==> src/rtl/fp_add_sequencer_if.sv <==
// Handshake bundle between the operand source, the FP32 add sequencer and the result consumer.
// The master side drives operands and out_ready; the slave side is the sequencer.
interface fp_add_sequencer_if;
  logic        in_valid;
  logic        in_ready;
  logic [31:0] in_a;
  logic [31:0] in_b;
  logic        out_valid;
  logic        out_ready;
  logic [31:0] out_result;
  logic        busy;

  modport master (
    output in_valid, in_a, in_b, out_ready,
    input  in_ready, out_valid, out_result, busy
  );

  modport slave (
    input  in_valid, in_a, in_b, out_ready,
    output in_ready, out_valid, out_result, busy
  );
endinterface

==> src/rtl/fp_add_sequencer.sv <==
// Multi-cycle FP32 adder: IDLE -> ALIGN -> ADD -> NORM -> DONE, one operation in flight.
// Truncating arithmetic, denormals flushed to zero, fixed four-cycle latency.
module mantissa_positioner (
  input  logic [24:0] m,
  output logic [22:0] r,
  output logic [4:0]  e
);
  // e counts leading zeros so the top set bit lands in bit 24; r is the bits below it.
  always_comb begin
    e = 5'd0;
    for (int i = 0; i <= 24; i++) begin
      if (m[i]) e = 5'(24 - i);
    end
    r = 23'((m << e) >> 1);
  end
endmodule

module fp_add_sequencer (
  input logic               clk,
  input logic               rst,
  fp_add_sequencer_if.slave bus
);
  typedef enum logic [2:0] {IDLE, ALIGN, ADD, NORM, DONE} state_t;

  state_t      state;
  logic [31:0] a_q;
  logic [31:0] b_q;
  logic        ready_q;
  logic        busy_q;
  logic        valid_q;
  logic [31:0] result_q;

  logic        sign_l;
  logic        sub_op;
  logic        special;
  logic [7:0]  exp_l;
  logic [23:0] man_l;
  logic [23:0] man_s;
  logic [31:0] special_val;
  logic [24:0] sum;

  logic [7:0]  exp_a;
  logic [7:0]  exp_b;
  logic [7:0]  exp_big;
  logic [7:0]  exp_small;
  logic [7:0]  diff;
  logic [22:0] frac_a;
  logic [22:0] frac_b;
  logic [23:0] man_a;
  logic [23:0] man_b;
  logic [23:0] man_small;
  logic [23:0] shifted;
  logic        nan_a;
  logic        nan_b;
  logic        inf_a;
  logic        inf_b;
  logic        a_big;
  logic        spec_hit;
  logic [31:0] spec_val;

  logic [22:0]       norm_frac;
  logic [4:0]        norm_shift;
  logic signed [9:0] exp_r;
  logic [31:0]       norm_result;

  assign bus.in_ready   = ready_q;
  assign bus.busy       = busy_q;
  assign bus.out_valid  = valid_q;
  assign bus.out_result = result_q;

  // Unpack both captured operands, order by magnitude and align the smaller one.
  always_comb begin
    exp_a     = a_q[30:23];
    exp_b     = b_q[30:23];
    frac_a    = (exp_a == 8'd0) ? 23'd0 : a_q[22:0];
    frac_b    = (exp_b == 8'd0) ? 23'd0 : b_q[22:0];
    man_a     = {exp_a != 8'd0, frac_a};
    man_b     = {exp_b != 8'd0, frac_b};
    nan_a     = (exp_a == 8'hFF) && (frac_a != 23'd0);
    nan_b     = (exp_b == 8'hFF) && (frac_b != 23'd0);
    inf_a     = (exp_a == 8'hFF) && (frac_a == 23'd0);
    inf_b     = (exp_b == 8'hFF) && (frac_b == 23'd0);
    a_big     = {exp_a, frac_a} >= {exp_b, frac_b};
    exp_big   = a_big ? exp_a : exp_b;
    exp_small = a_big ? exp_b : exp_a;
    man_small = a_big ? man_b : man_a;
    diff      = exp_big - exp_small;
    shifted   = (diff >= 8'd25) ? 24'd0 : (man_small >> diff[4:0]);
    spec_hit  = nan_a | nan_b | inf_a | inf_b;
    if (nan_a || nan_b || (inf_a && inf_b && (a_q[31] != b_q[31])))
      spec_val = 32'h7FC00000;
    else if (inf_a)
      spec_val = {a_q[31], 8'hFF, 23'd0};
    else
      spec_val = {b_q[31], 8'hFF, 23'd0};
  end

  mantissa_positioner u_norm (
    .m (sum),
    .r (norm_frac),
    .e (norm_shift)
  );

  // Final result selection; specials and exact cancellation take priority over range checks.
  always_comb begin
    exp_r = $signed({2'b00, exp_l}) + 10'sd1 - $signed({5'b00000, norm_shift});
    if (special)
      norm_result = special_val;
    else if (sum == 25'd0)
      norm_result = 32'h00000000;
    else if (exp_r >= 10'sd255)
      norm_result = {sign_l, 8'hFF, 23'd0};
    else if (exp_r <= 10'sd0)
      norm_result = {sign_l, 31'd0};
    else
      norm_result = {sign_l, exp_r[7:0], norm_frac};
  end

  always_ff @(posedge clk) begin
    if (rst) begin
      state    <= IDLE;
      ready_q  <= 1'b1;
      busy_q   <= 1'b0;
      valid_q  <= 1'b0;
      result_q <= 32'h00000000;
    end else begin
      case (state)
        IDLE: begin
          if (bus.in_valid) begin
            a_q     <= bus.in_a;
            b_q     <= bus.in_b;
            ready_q <= 1'b0;
            busy_q  <= 1'b1;
            state   <= ALIGN;
          end
        end
        ALIGN: begin
          sign_l      <= a_big ? a_q[31] : b_q[31];
          sub_op      <= a_q[31] ^ b_q[31];
          exp_l       <= exp_big;
          man_l       <= a_big ? man_a : man_b;
          man_s       <= shifted;
          special     <= spec_hit;
          special_val <= spec_val;
          state       <= ADD;
        end
        ADD: begin
          sum   <= sub_op ? ({1'b0, man_l} - {1'b0, man_s}) : ({1'b0, man_l} + {1'b0, man_s});
          state <= NORM;
        end
        NORM: begin
          result_q <= norm_result;
          valid_q  <= 1'b1;
          state    <= DONE;
        end
        DONE: begin
          if (bus.out_ready) begin
            valid_q <= 1'b0;
            ready_q <= 1'b1;
            busy_q  <= 1'b0;
            state   <= IDLE;
          end
        end
        default: begin
          state   <= IDLE;
          ready_q <= 1'b1;
          busy_q  <= 1'b0;
          valid_q <= 1'b0;
        end
      endcase
    end
  end
endmodule

==> src/flat_wrapper.sv <==
// flat-port wrapper written by rule: the top's interface ports become plain ports
module fp_add_sequencer_flat 
  (clk, rst, bus_in_valid, bus_in_a, bus_in_b, bus_out_ready, bus_in_ready, bus_out_valid, bus_out_result, bus_busy);
  fp_add_sequencer_if bus_i ();
  input logic clk;
  input logic rst;
  input wire logic [$bits(bus_i.in_valid)-1:0] bus_in_valid;
  input wire logic [$bits(bus_i.in_a)-1:0] bus_in_a;
  input wire logic [$bits(bus_i.in_b)-1:0] bus_in_b;
  input wire logic [$bits(bus_i.out_ready)-1:0] bus_out_ready;
  output wire logic [$bits(bus_i.in_ready)-1:0] bus_in_ready;
  output wire logic [$bits(bus_i.out_valid)-1:0] bus_out_valid;
  output wire logic [$bits(bus_i.out_result)-1:0] bus_out_result;
  output wire logic [$bits(bus_i.busy)-1:0] bus_busy;
  assign bus_i.in_valid = bus_in_valid;
  assign bus_i.in_a = bus_in_a;
  assign bus_i.in_b = bus_in_b;
  assign bus_i.out_ready = bus_out_ready;
  assign bus_in_ready = bus_i.in_ready;
  assign bus_out_valid = bus_i.out_valid;
  assign bus_out_result = bus_i.out_result;
  assign bus_busy = bus_i.busy;
  fp_add_sequencer u_core (.clk(clk), .rst(rst), .bus(bus_i));
endmodule
==> config.mk <==
export PLATFORM = sky130hd
export DESIGN_NAME = fp_add_sequencer_flat
export DESIGN_NICKNAME = d
export VERILOG_FILES = /design/src/rtl/fp_add_sequencer_if.sv /design/src/rtl/fp_add_sequencer.sv /design/src/flat_wrapper.sv
export SDC_FILE = /design/constraint.sdc
export NUM_CORES = 1
export LEC_CHECK = 0
export CAP_MARGIN = 20
export CORE_MARGIN = 3
export CORE_UTILIZATION = 65
export CTS_CLUSTER_SIZE = 10
export DETAILED_ROUTE_END_ITERATION = 8
export HOLD_SLACK_MARGIN = 0.05
export PLACE_DENSITY = 0.87
export SETUP_SLACK_MARGIN = 0.4
export SLEW_MARGIN = 20
export SYNTH_ARGS = -nofsm -noshare
export SYNTH_HDL_FRONTEND = slang
export SYNTH_SLANG_ARGS = --single-unit
==> constraint.sdc <==
create_clock -name clk -period 16.8 [get_ports clk]
set_clock_uncertainty 0.15 [all_clocks]
set_input_delay 2.52 -clock clk [delete_from_list [all_inputs] [get_ports clk]]
set_output_delay 2.52 -clock clk [all_outputs]
set_load 0.02 [all_outputs]
==> metrics.txt <==
Core Util, Final=75.4%; DR pass1 iterations=6; Worst Path Required=16.91 ns; post-CTS setup buffers=0; Comb power frac=27.5%; WS Path Type=register to register; Synth Flop Type=edfxtp_1; Flop pwr share=42.0%; # setup viols final=0; Post-Syn Area=13600 µm²; PD cells=84.8 nW/µm²; # DRC=0; slowest CP cell=xnor2_1; initial antenna violation count=1; worst slew pin tran=1.11 ns; total CTS buffers=17; clock network power share=30.6%; synth warn=0; vias in the first global route=11400; Crit Path Max Fanout=66; layout cells sized above 1=7.01%; DR iter-0 viols=1544; f_max=133 MHz; Core ar.=20400 µm²; synth unique cells=83; top cell type's share of synthesized area=33.1%; largest net degree at the start of global routing=67; top-level I/O count=103; Antenna Cells=0; most common library cells after synthesis=nand2_1 (168), edfxtp_1 (150), nor2_1 (131); FP Rows=52; via/cell ratio=6.79; period utilization=44.6%; hold depth=2; clk buf depth=2; min cycle time layout=7.49 ns; NumNets Final=1704; cts hold-fix bufs=0; FF-to-FF path depth=22; post-synthesis simple-gate area fraction=21.0%; xor/xnor share of the synthesized area=3.72%; area leader, netlist=edfxtp_1; first-pass GRT wire length=61300 µm; Die Wd=151 µm; WL final=39200 µm; antenna viol nets, final=0; switching part of the total=32.9%; dominant cell by count in the synthesized netlist=nand2_1; min-delay worst type=register to register; GRT Overall Usage=34.3%; Final Max Tran Viols=0; CTS tree=built; Port-buffer cells=102; Sw Pwr=0.429 mW; htree depth=4; max incr delay on CP=0.72 ns; filler cell count=1469; post-DP HPWL=29300 µm; status=complete, no violations; Synth Area in Adders=6.10%; via count=12600; Max VDD drop=0.0619 mV; Post-synth ARST share=0%; largest family of logic cells by synthesized area=simple AND/OR/NAND/NOR gates; Synth Area in Compound Gates=18.3%; die span in y=151 µm; Post-Syn Instances=1512; WL per Instance=21.2 µm; syn_nets=1645; FF+latch count, synth=188; Slew headroom=25.6%; global route overflow=0; Worst-Skew Late Latency=0.45 ns; Leakage Power=5.75 nW; initial core utilization=66.7%; critical path, cell by cell=nor4_1, nand2_1, and2_0, ha_1, nand4_1, nor4_1, a41o_1, o21a_1, buf_4, o21ai_4, nand2_1, buf_4, a21oi_1, ha_1, o21ai_0, nand2b_1, a21oi_1, o21ai_0, and2_1, xnor2_1, o211ai_2, a211oi_1; clock slew at reported path FFs=0.08 ns; P_int=0.874 mW; RePlAce Congestion=1.00; max-cap viol count=0; Register Area=5270 µm²; Post-synth EDFFs=150; area growth from synthesis to layout=13.0%; Synth area leaders=edfxtp_1 (33%), ha_1 (5.8%), dfxtp_1 (5.6%); mux cell area share after synthesis=7.89%; Worst EP arrival=7.60 ns; footprint of the multi-input gates=7780 µm²; Resized cells post-CTS=0; Fin. Hold Viols=0; Setup Total Neg Slack=0 ns; clk root buf=clkbuf_16; sequential fraction of the synthesis area=38.7%; synthesized area per cell=8.99 µm²; setup repair after global routing missed its margin=no; Worst Setup End Kind=register; die area=22700 µm²; Clock Sinks=188; startpoint type of the worst setup path=register
==> layout make-up <==
type	instances	share of cell area [%]
multi-input combinational	1184	50.7
sequential	188	34.3
timing repair buffer	126	7.85
clock buffer	19	2.88
tap	270	2.20
inverter	54	1.32
clock inverter	13	0.807
==> state kept, by name (all words and copies together), names as in the netlist <==
register	count
u_core.sign_l	1
u_core.bus.busy	1
u_core.bus.in_ready	1
u_core.man_s	24
u_core.special_val	2
u_core.bus.out_valid	1
u_core.b_q	32
u_core.a_q	32
u_core.man_l	24
u_core.exp_l	8
u_core.state	3
u_core.sum	25
u_core.special	1
u_core.bus.out_result	32
u_core.sub_op	1
==> cells by family after synthesis <==
kind of cell / Yosys count
AND/OR/NAND/NOR: 586
flip-flops: 188
XOR/XNOR: 56
AO/OA/AOI/OAI: 390
buffers and inverters: 140
multiplexers: 87
adder cells (fa/ha/maj): 65
==> metrics by stage <==
stage / hold slack, ns / total power, mW / instances / setup WS [ns] / area (µm²)
after floorplan: 0.348 / 0.805 / 1512 / 10.44 / 13600
after global placement: 0.277 / 0.893 / 1821 / 9.74 / 14800
final: 0.290 / 1.30 / 1854 / 9.31 / 15400
after detailed placement: 0.282 / 0.901 / 1821 / 9.58 / 14800
after CTS: 0.293 / 1.29 / 1853 / 9.54 / 15300
after global routing: 0.307 / 1.36 / 1854 / 8.87 / 15400
==> metal layers <==
layer	track usage, %	share of wire [%]	vias to the layer above
li1	-	-	5771
met1	45.5	39	5918
met2	55.7	47	754
met3	6.92	9.2	148
met4	13.7	4.1	2
met5	0	0.033	-
==> worst max-delay path, delay by kind of cell (launching register included) <==
kind            cells  cell delay (ns)
compound gates      9             2.06
xor+xnor            1             0.72
fa+ha+maj           2             0.56
buf+inv             2             0.79
flops               1             0.47
simple gates        8             2.52
==> path summary, 6_finish.rpt <==
kind / end / slack (ns) / startpoint
worst max-delay path: u_core.man_s[15] / 9.31 / u_core.a_q[28]
worst min-delay path: u_core.bus.out_result[11] / 0.29 / u_core.bus.out_result[11]
worst max register to register: u_core.man_s[15] / 9.31 / u_core.a_q[28]
worst min register to register: u_core.bus.out_result[11] / 0.29 / u_core.bus.out_result[11]
==> cells in the final DEF (no fill, tap or decap), types with 13 or more instances in the layout <==
master           count
dfxtp_1             38
a31oi_1             21
nor3_1              46
xnor2_1             45
ha_1                63
o21a_1              16
edfxtp_1           150
o21ai_0             97
mux4_2              15
and3_1              19
nor4_1              34
o211ai_1            13
nor2_1             128
a211oi_1            15
o31ai_1             19
nand3_1             52
buf_4               23
inv_1               53
clkdlybuf4s50_1    102
nand2_1            168
a21oi_1            106
nand2b_1            22
and2_1              22
nand4_1             28
mux2i_1             61
nor2b_1             16
clkbuf_16           17
==> power groups by stage <==
stage	sequential (mW)	clock [mW]	combinational [mW]
final	0.547	0.398	0.358
after global routing	0.548	0.422	0.387
after CTS	0.546	0.400	0.348
after detailed placement	0.557	0	0.345
after global placement	0.556	0	0.337
after floorplan	0.555	0	0.250
Note: power is estimated with default switching activity, not from simulation.
